### src/rtl/int_pkg.sv
`default_nettype none
// +----------------------------------------------------------------------+
// | int_pkg : shared types and defaults for the interrupt controller      |
// | Revision: 1.0                                                         |
// +----------------------------------------------------------------------+
package int_pkg;

    typedef enum logic [2:0] {
        ST_IDLE      = 3'd0,
        ST_SAVE      = 3'd1,
        ST_JUMP      = 3'd2,
        ST_RESTORE   = 3'd3,
        ST_WAIT_CTXT = 3'd4,
        ST_RESUME    = 3'd5
    } state_t;

    localparam logic [15:0] C_ISR_BASE_DFLT   = 16'h0100;
    localparam logic [15:0] C_ISR_STRIDE_DFLT = 16'h0040;

    // Depth counter must hold the value STACK_DEPTH itself (the full state).
    function automatic int depth_width(input int depth);
        return $clog2(depth) + 1;
    endfunction

endpackage
`default_nettype wire

### src/rtl/int_prio_enc.sv
`default_nettype none
// +----------------------------------------------------------------------+
// | int_prio_enc : lowest-index-first priority encoder with valid flag    |
// | Revision: 1.0                                                         |
// +----------------------------------------------------------------------+
module int_prio_enc #(
    parameter int WIDTH = 4,
    parameter int IDX_W = (WIDTH > 1) ? $clog2(WIDTH) : 1
) (
    input  logic [WIDTH-1:0] i_req,
    output logic             o_valid,
    output logic [IDX_W-1:0] o_idx
);

    // Scan from the top so the last hit is the lowest set index.
    always_comb begin
        o_valid = 1'b0;
        o_idx   = '0;
        for (int i = WIDTH - 1; i >= 0; i--) begin
            if (i_req[i]) begin
                o_valid = 1'b1;
                o_idx   = IDX_W'(i);
            end
        end
    end

endmodule
`default_nettype wire

### src/rtl/int_ctrl.sv
`default_nettype none
// +----------------------------------------------------------------------+
// | int_ctrl : nesting interrupt controller driving the context stack     |
// | Revision: 1.0                                                         |
// +----------------------------------------------------------------------+
module int_ctrl
    import int_pkg::*;
#(
    parameter int          NUM_IRQ        = 4,
    parameter int          ADDR_WIDTH_MEM = 16,
    parameter int          STACK_DEPTH    = 8,
    parameter logic [15:0] ISR_BASE       = C_ISR_BASE_DFLT,
    parameter logic [15:0] ISR_STRIDE     = C_ISR_STRIDE_DFLT,
    parameter int          CTXT_TIMEOUT   = 15
) (
    input  logic                          clk,
    input  logic                          rst,
    input  logic [NUM_IRQ-1:0]            irq_req,
    input  logic [NUM_IRQ-1:0]            irq_mask,
    input  logic                          instr_boundary,
    input  logic [ADDR_WIDTH_MEM-1:0]     pc_next,
    input  logic                          reti,
    input  logic                          ctxt_rdy,
    input  logic [ADDR_WIDTH_MEM-1:0]     ret_addr_ret,
    output logic                          int_set,
    output logic                          ret_valid,
    output logic [ADDR_WIDTH_MEM-1:0]     ret_addr,
    output logic                          jump_valid,
    output logic [ADDR_WIDTH_MEM-1:0]     jump_addr,
    output logic [NUM_IRQ-1:0]            irq_ack,
    output logic [$clog2(STACK_DEPTH):0]  nest_depth,
    output logic                          busy,
    output logic                          err_underflow,
    output logic                          err_timeout
);

    localparam int ID_W    = (NUM_IRQ > 1) ? $clog2(NUM_IRQ) : 1;
    localparam int DEPTH_W = depth_width(STACK_DEPTH);
    localparam int CNT_W   = $clog2(CTXT_TIMEOUT + 1);

    localparam logic [DEPTH_W-1:0] C_DEPTH_MAX = DEPTH_W'(STACK_DEPTH);
    localparam logic [CNT_W-1:0]   C_TIMEOUT   = CNT_W'(CTXT_TIMEOUT);
    localparam logic [NUM_IRQ-1:0] C_ONE       = NUM_IRQ'(1);

    state_t                    r_state;
    state_t                    w_state_nxt;
    logic [NUM_IRQ-1:0]        r_in_service;
    logic [ID_W-1:0]           r_id;
    logic [CNT_W-1:0]          r_cnt;
    logic [DEPTH_W-1:0]        r_nest_depth;
    logic                      r_int_set;
    logic                      r_ret_valid;
    logic                      r_jump_valid;
    logic                      r_busy;
    logic                      r_err_underflow;
    logic                      r_err_timeout;
    logic [NUM_IRQ-1:0]        r_irq_ack;
    logic [ADDR_WIDTH_MEM-1:0] r_ret_addr;
    logic [ADDR_WIDTH_MEM-1:0] r_jump_addr;

    logic                      w_cand_valid;
    logic [ID_W-1:0]           w_cand;
    logic                      w_isv_valid;
    logic [ID_W-1:0]           w_isv_idx;
    logic                      w_eligible;
    logic                      w_underflow;
    logic                      w_timeout;
    logic [CNT_W-1:0]          w_cnt_inc;
    logic [ADDR_WIDTH_MEM-1:0] w_vec_addr;

    int_prio_enc #(.WIDTH(NUM_IRQ), .IDX_W(ID_W)) u_cand_enc (
        .i_req   (irq_req & irq_mask),
        .o_valid (w_cand_valid),
        .o_idx   (w_cand)
    );

    int_prio_enc #(.WIDTH(NUM_IRQ), .IDX_W(ID_W)) u_isv_enc (
        .i_req   (r_in_service),
        .o_valid (w_isv_valid),
        .o_idx   (w_isv_idx)
    );

    // A request may only preempt a strictly higher-priority (lower index) level.
    assign w_eligible = w_cand_valid && instr_boundary &&
                        (!w_isv_valid || (w_cand < w_isv_idx)) &&
                        (r_nest_depth < C_DEPTH_MAX);
    assign w_cnt_inc  = r_cnt + 1'b1;
    assign w_vec_addr = ADDR_WIDTH_MEM'(32'(ISR_BASE) + 32'(r_id) * 32'(ISR_STRIDE));

    always_ff @(posedge clk or negedge rst) begin
        if (!rst) begin
            r_state <= ST_IDLE;
        end else begin
            r_state <= w_state_nxt;
        end
    end

    always_comb begin
        w_state_nxt = r_state;
        w_underflow = 1'b0;
        w_timeout   = 1'b0;
        case (r_state)
            ST_IDLE: begin
                if (reti) begin
                    if (r_nest_depth != '0) begin
                        w_state_nxt = ST_RESTORE;
                    end else begin
                        w_underflow = 1'b1;
                    end
                end else if (w_eligible) begin
                    w_state_nxt = ST_SAVE;
                end
            end
            ST_SAVE:    w_state_nxt = ST_JUMP;
            ST_JUMP:    w_state_nxt = ST_IDLE;
            ST_RESTORE: w_state_nxt = ST_WAIT_CTXT;
            ST_WAIT_CTXT: begin
                if (ctxt_rdy) begin
                    w_state_nxt = ST_RESUME;
                end else if (w_cnt_inc == C_TIMEOUT) begin
                    w_state_nxt = ST_IDLE;
                    w_timeout   = 1'b1;
                end
            end
            ST_RESUME:  w_state_nxt = ST_IDLE;
            default:    w_state_nxt = ST_IDLE;
        endcase
    end

    // Strobes are registered from the next state so they align with the state cycle.
    always_ff @(posedge clk or negedge rst) begin
        if (!rst) begin
            r_in_service    <= '0;
            r_id            <= '0;
            r_cnt           <= '0;
            r_nest_depth    <= '0;
            r_int_set       <= 1'b0;
            r_ret_valid     <= 1'b0;
            r_jump_valid    <= 1'b0;
            r_busy          <= 1'b0;
            r_err_underflow <= 1'b0;
            r_err_timeout   <= 1'b0;
            r_irq_ack       <= '0;
            r_ret_addr      <= '0;
            r_jump_addr     <= '0;
        end else begin
            r_int_set    <= (w_state_nxt == ST_SAVE);
            r_ret_valid  <= (w_state_nxt == ST_RESTORE);
            r_jump_valid <= (w_state_nxt == ST_JUMP) || (w_state_nxt == ST_RESUME);
            r_busy       <= (w_state_nxt != ST_IDLE);
            r_irq_ack    <= (w_state_nxt == ST_SAVE) ? (C_ONE << w_cand) : '0;

            if ((r_state == ST_IDLE) && (w_state_nxt == ST_SAVE)) begin
                r_ret_addr <= pc_next;
                r_id       <= w_cand;
            end
            if (r_state == ST_SAVE) begin
                r_in_service <= r_in_service | (C_ONE << r_id);
                r_nest_depth <= r_nest_depth + 1'b1;
            end
            if (r_state == ST_RESTORE) begin
                r_in_service <= r_in_service & ~(C_ONE << w_isv_idx);
                r_nest_depth <= r_nest_depth - 1'b1;
                r_cnt        <= '0;
            end
            if ((r_state == ST_WAIT_CTXT) && !ctxt_rdy) begin
                r_cnt <= w_cnt_inc;
            end
            if (w_state_nxt == ST_JUMP) begin
                r_jump_addr <= w_vec_addr;
            end
            if (w_state_nxt == ST_RESUME) begin
                r_jump_addr <= ret_addr_ret;
            end
            if (w_underflow) begin
                r_err_underflow <= 1'b1;
            end
            if (w_timeout) begin
                r_err_timeout <= 1'b1;
            end
        end
    end

    assign int_set       = r_int_set;
    assign ret_valid     = r_ret_valid;
    assign ret_addr      = r_ret_addr;
    assign jump_valid    = r_jump_valid;
    assign jump_addr     = r_jump_addr;
    assign irq_ack       = r_irq_ack;
    assign nest_depth    = r_nest_depth;
    assign busy          = r_busy;
    assign err_underflow = r_err_underflow;
    assign err_timeout   = r_err_timeout;

endmodule
`default_nettype wire

### config.mk
export PLATFORM = sky130hd
export DESIGN_NAME = int_ctrl
export DESIGN_NICKNAME = d
export VERILOG_FILES = /design/src/rtl/int_pkg.sv /design/src/rtl/int_prio_enc.sv /design/src/rtl/int_ctrl.sv
export SDC_FILE = /design/constraint.sdc
export NUM_CORES = 1
export LEC_CHECK = 0
export CAP_MARGIN = 20
export CORE_ASPECT_RATIO = 0.9
export CORE_MARGIN = 2
export CORE_UTILIZATION = 48
export CTS_BUF_LIST = sky130_fd_sc_hd__clkbuf_16
export DETAILED_ROUTE_END_ITERATION = 10
export GPL_ROUTABILITY_DRIVEN = 1
export HOLD_SLACK_MARGIN = 0.06
export PLACE_DENSITY = 0.85
export SKIP_LAST_GASP = 1
export SYNTH_ARGS = -nofsm -noshare
export SYNTH_HDL_FRONTEND = slang
export SYNTH_SLANG_ARGS = --single-unit
### constraint.sdc
create_clock -name clk -period 4 [get_ports clk]
set_clock_uncertainty 0.15 [all_clocks]
set_input_delay 0.6 -clock clk [delete_from_list [all_inputs] [get_ports clk]]
set_output_delay 0.6 -clock clk [all_outputs]
set_load 0.01 [all_outputs]
==> key figures <==
Critical path
  – Critical Path Fanout Max: 23
  – RR Endpoint: nest_depth[3]
  – Kind of start point of the critical path: primary input
  – WP data arrival: 3020 ps
  – Flop2flop setup slack: 1430 ps
  – Worst reg-to-reg path cell count: 8
  – Worst path required time: 4050 ps
  – Critical path class: primary input to register
  – Worst setup EP type: register
  – FF-to-FF Start: r_state[0]

Yosys
  – Mapped cell area: 2590 um^2
  – Syn_area_per_cell: 10.7 um^2
  – Async SR Flop Fraction: 1.00
  – Post-synth EDFFs: 0
  – Yosys top cell by area: dfrtp_1
  – Yosys warnings: 0
  – #FFs+latches synth: 59
  – Synth top area share: 0.570
  – Seq/Total Area, Yosys: 0.570
  – Top_reg_cell synth: dfrtp_1
  – Mapped Cells: 242
  – Synth Net Count: 293
  – Distinct cells, synth: 43
  – Synth top area cells: dfrtp_1 (57%), nand2_1 (6.7%), mux2_2 (6.5%), nand3_1 (3.5%), o21ai_0 (3.1%)

Layout
  – Antenna cells: 0
  – Post-layout nets: 388
  – Commonest non-fill, non-tap cell in the layout: clkdlybuf4s50_1
  – Final Non-Filler Cells: 409
  – Area delta synth->final: 49.6%
  – Share of layout cells above drive strength 1: 0.108
  – Most frequent cells in the layout: clkdlybuf4s50_1 (89), dfrtp_1 (59), nand2_1 (46)
  – Post-layout util: 0.741

Run status
  – Status: finished clean

CTS
  – Number of post-CTS setup repair buffers: 0
  – Clock Path Buffers: 2
  – H-tree levels: 3
  – Cts repair resizes: 0
  – Post-CTS Hold Buffers: 0
  – Worst skew pair latency: 320 ps
  – TritonCTS Buffers: 9
  – Register clock-pin slew on the reported worst setup and hold paths: 50 ps
  – TritonCTS clock tree: done
  – Sink Count: 59
  – Clock Tree Root: clkbuf_16

Timing
  – F_max: 0.336 GHz
  – Final critical-path required period: 2980 ps
  – RSZ-0062 raised after global routing: false
  – Period utilization: 0.744
  – TNS Setup: 0 ps
  – # setup viols final: 0
  – Tightest Pin Transition: 828 ps
  – Fin. max-slew vios: 0
  – Fin. Hold Viols: 0
  – Rel. slew slack: 0.448
  – Hold_ws: 274 ps

Power
  – PD cells: 746 nW/um^2
  – Static leakage: 1.79 nW
  – Power, Total: 2.89 mW
  – Max rail drop VDD: 0.471 mV

Floorplanning
  – Num rows: 25
  – Starting Density: 0.496
  – Core box area: 5220 um^2
  – Die X: 81.4 um
  – # IOs: 91
  – Full die area: 6000 um^2
  – Die Span Y: 73.7 um

Placement
  – Cell count after placement: 393
  – Final HPWL DP: 4400 um
  – Gpl congestion: 0.749
  – PortBufs: 90

Global routing
  – GRT overflow: 0
  – Largest net degree at the start of global routing: 60
  – Number of global-route vias before repair: 2,198
  – First-pass GRT wire length: 10,100 um
  – Antenna violations before repair: 0
  – GRT Overall Usage: 0.227

Drt
  – Routed vias/inst: 5.30
  – Drt wl/cell: 15.6 um
  – Residual DRC: 0
  – Final ANT Viol Nets: 0
  – Total Wirelength: 6360 um
  – Initial DRC count: 158
  – Drt first pass iters: 4
  – DR vias: 2,169

Min path
  – Hold/Removal Path Class: primary input to async pin

Flow run
  – Max-cap violations: 0
## logic make-up after synthesis
group | synth area share
multiplexers | 0.0860
flip-flops | 0.570
adder cells (fa/ha/maj) | 0.0319
AND/OR/NAND/NOR | 0.179
XOR/XNOR | 0.0135
AO/OA/AOI/OAI | 0.0923
buffers and inverters | 0.0271
## flip-flops by register name, summed over array words and instances, names as in the netlist
register       cells
busy               1
err_timeout        1
err_underflow      1
int_set            1
irq_ack            4
jump_addr         16
jump_valid         1
nest_depth         4
r_cnt              4
r_id               2
r_in_service       4
r_state            3
ret_addr          16
ret_valid          1
## per-layer routing
metal | GRT usage | vias up | part of all wire
met5 | 0 | - | 0
met4 | 0.0621 | 0 | 0.012
met3 | 0.0872 | 9 | 0.076
met2 | 0.387 | 71 | 0.52
met1 | 0.269 | 1061 | 0.39
li1 | - | 1028 | -
## cell usage after synthesis, types with 2 or more instances
master and number:
buf_4 2, xor2_1 2, nand3_1 18, nand2_1 46, mux2i_1 2, inv_1 9, and2_1 2, nor3_1 4
dfrtp_1 59, nor3b_1 2, buf_2 2, a21oi_1 6, o21ai_0 16, mux2_1 3, mux2_2 15, xnor2_1 2
nand2b_1 4, a21o_1 2, nor2_1 13, a31oi_1 2, ha_1 5, nor2b_1 2, clkbuf_1 3, nand3b_1 2
## cell type report
class | count | area [um^2]
Multi-Input combinational cell | 167 | 1040
Clock inverter | 7 | 108
Sequential cell | 59 | 1480
Timing Repair Buffer | 91 | 903
Fill cell | 338 | 1350
Inverter | 9 | 33.8
Clock buffer | 9 | 225
Tap cell | 67 | 83.8
## power by group
group / leakage (nW) / switching [mW] / total, mW / internal, mW
combinational: 0.866 / 0.460 / 1.03 / 0.572
clock: 0.168 / 0.253 / 0.853 / 0.600
sequential: 0.753 / 0.168 / 1.00 / 0.834
## worst max-delay path, stage by stage
cell and delay, ps:
clkdlybuf4s50_1 460, nand2_1 120, nand2_1 90, nor2_1 200, ha_1 200, nor2_1 60, o2111a_1 150, a211oi_2 230
a21o_2 500, mux2_2 400
## how the worst max path moves through the flow
| stage | from | end | slack (ps) | cells after the start |
|---|---|---|---|---|
| 2_1_floorplan | irq_req[3] | ret_addr[12] | 1530 | 9 |
| 6_report | irq_req[0] | ret_addr[7] | 1020 | 10 |
| 3_5_place_dp | irq_req[0] | ret_addr[6] | 750 | 10 |
| 3_3_place_gp | irq_req[0] | ret_addr[9] | 840 | 10 |
| 4_1_cts | irq_req[0] | ret_addr[7] | 1070 | 10 |
| 5_1_grt | irq_req[0] | ret_addr[7] | 850 | 10 |
## stage by stage
step	worst slack, ps	instance area, um^2
2_1_floorplan	1530	2590
3_3_place_gp	836	3540
3_5_place_dp	749	3540
4_1_cts	1070	3870
5_1_grt	848	3870
6_report	1020	3870
Power figures use the tool's default switching activity.
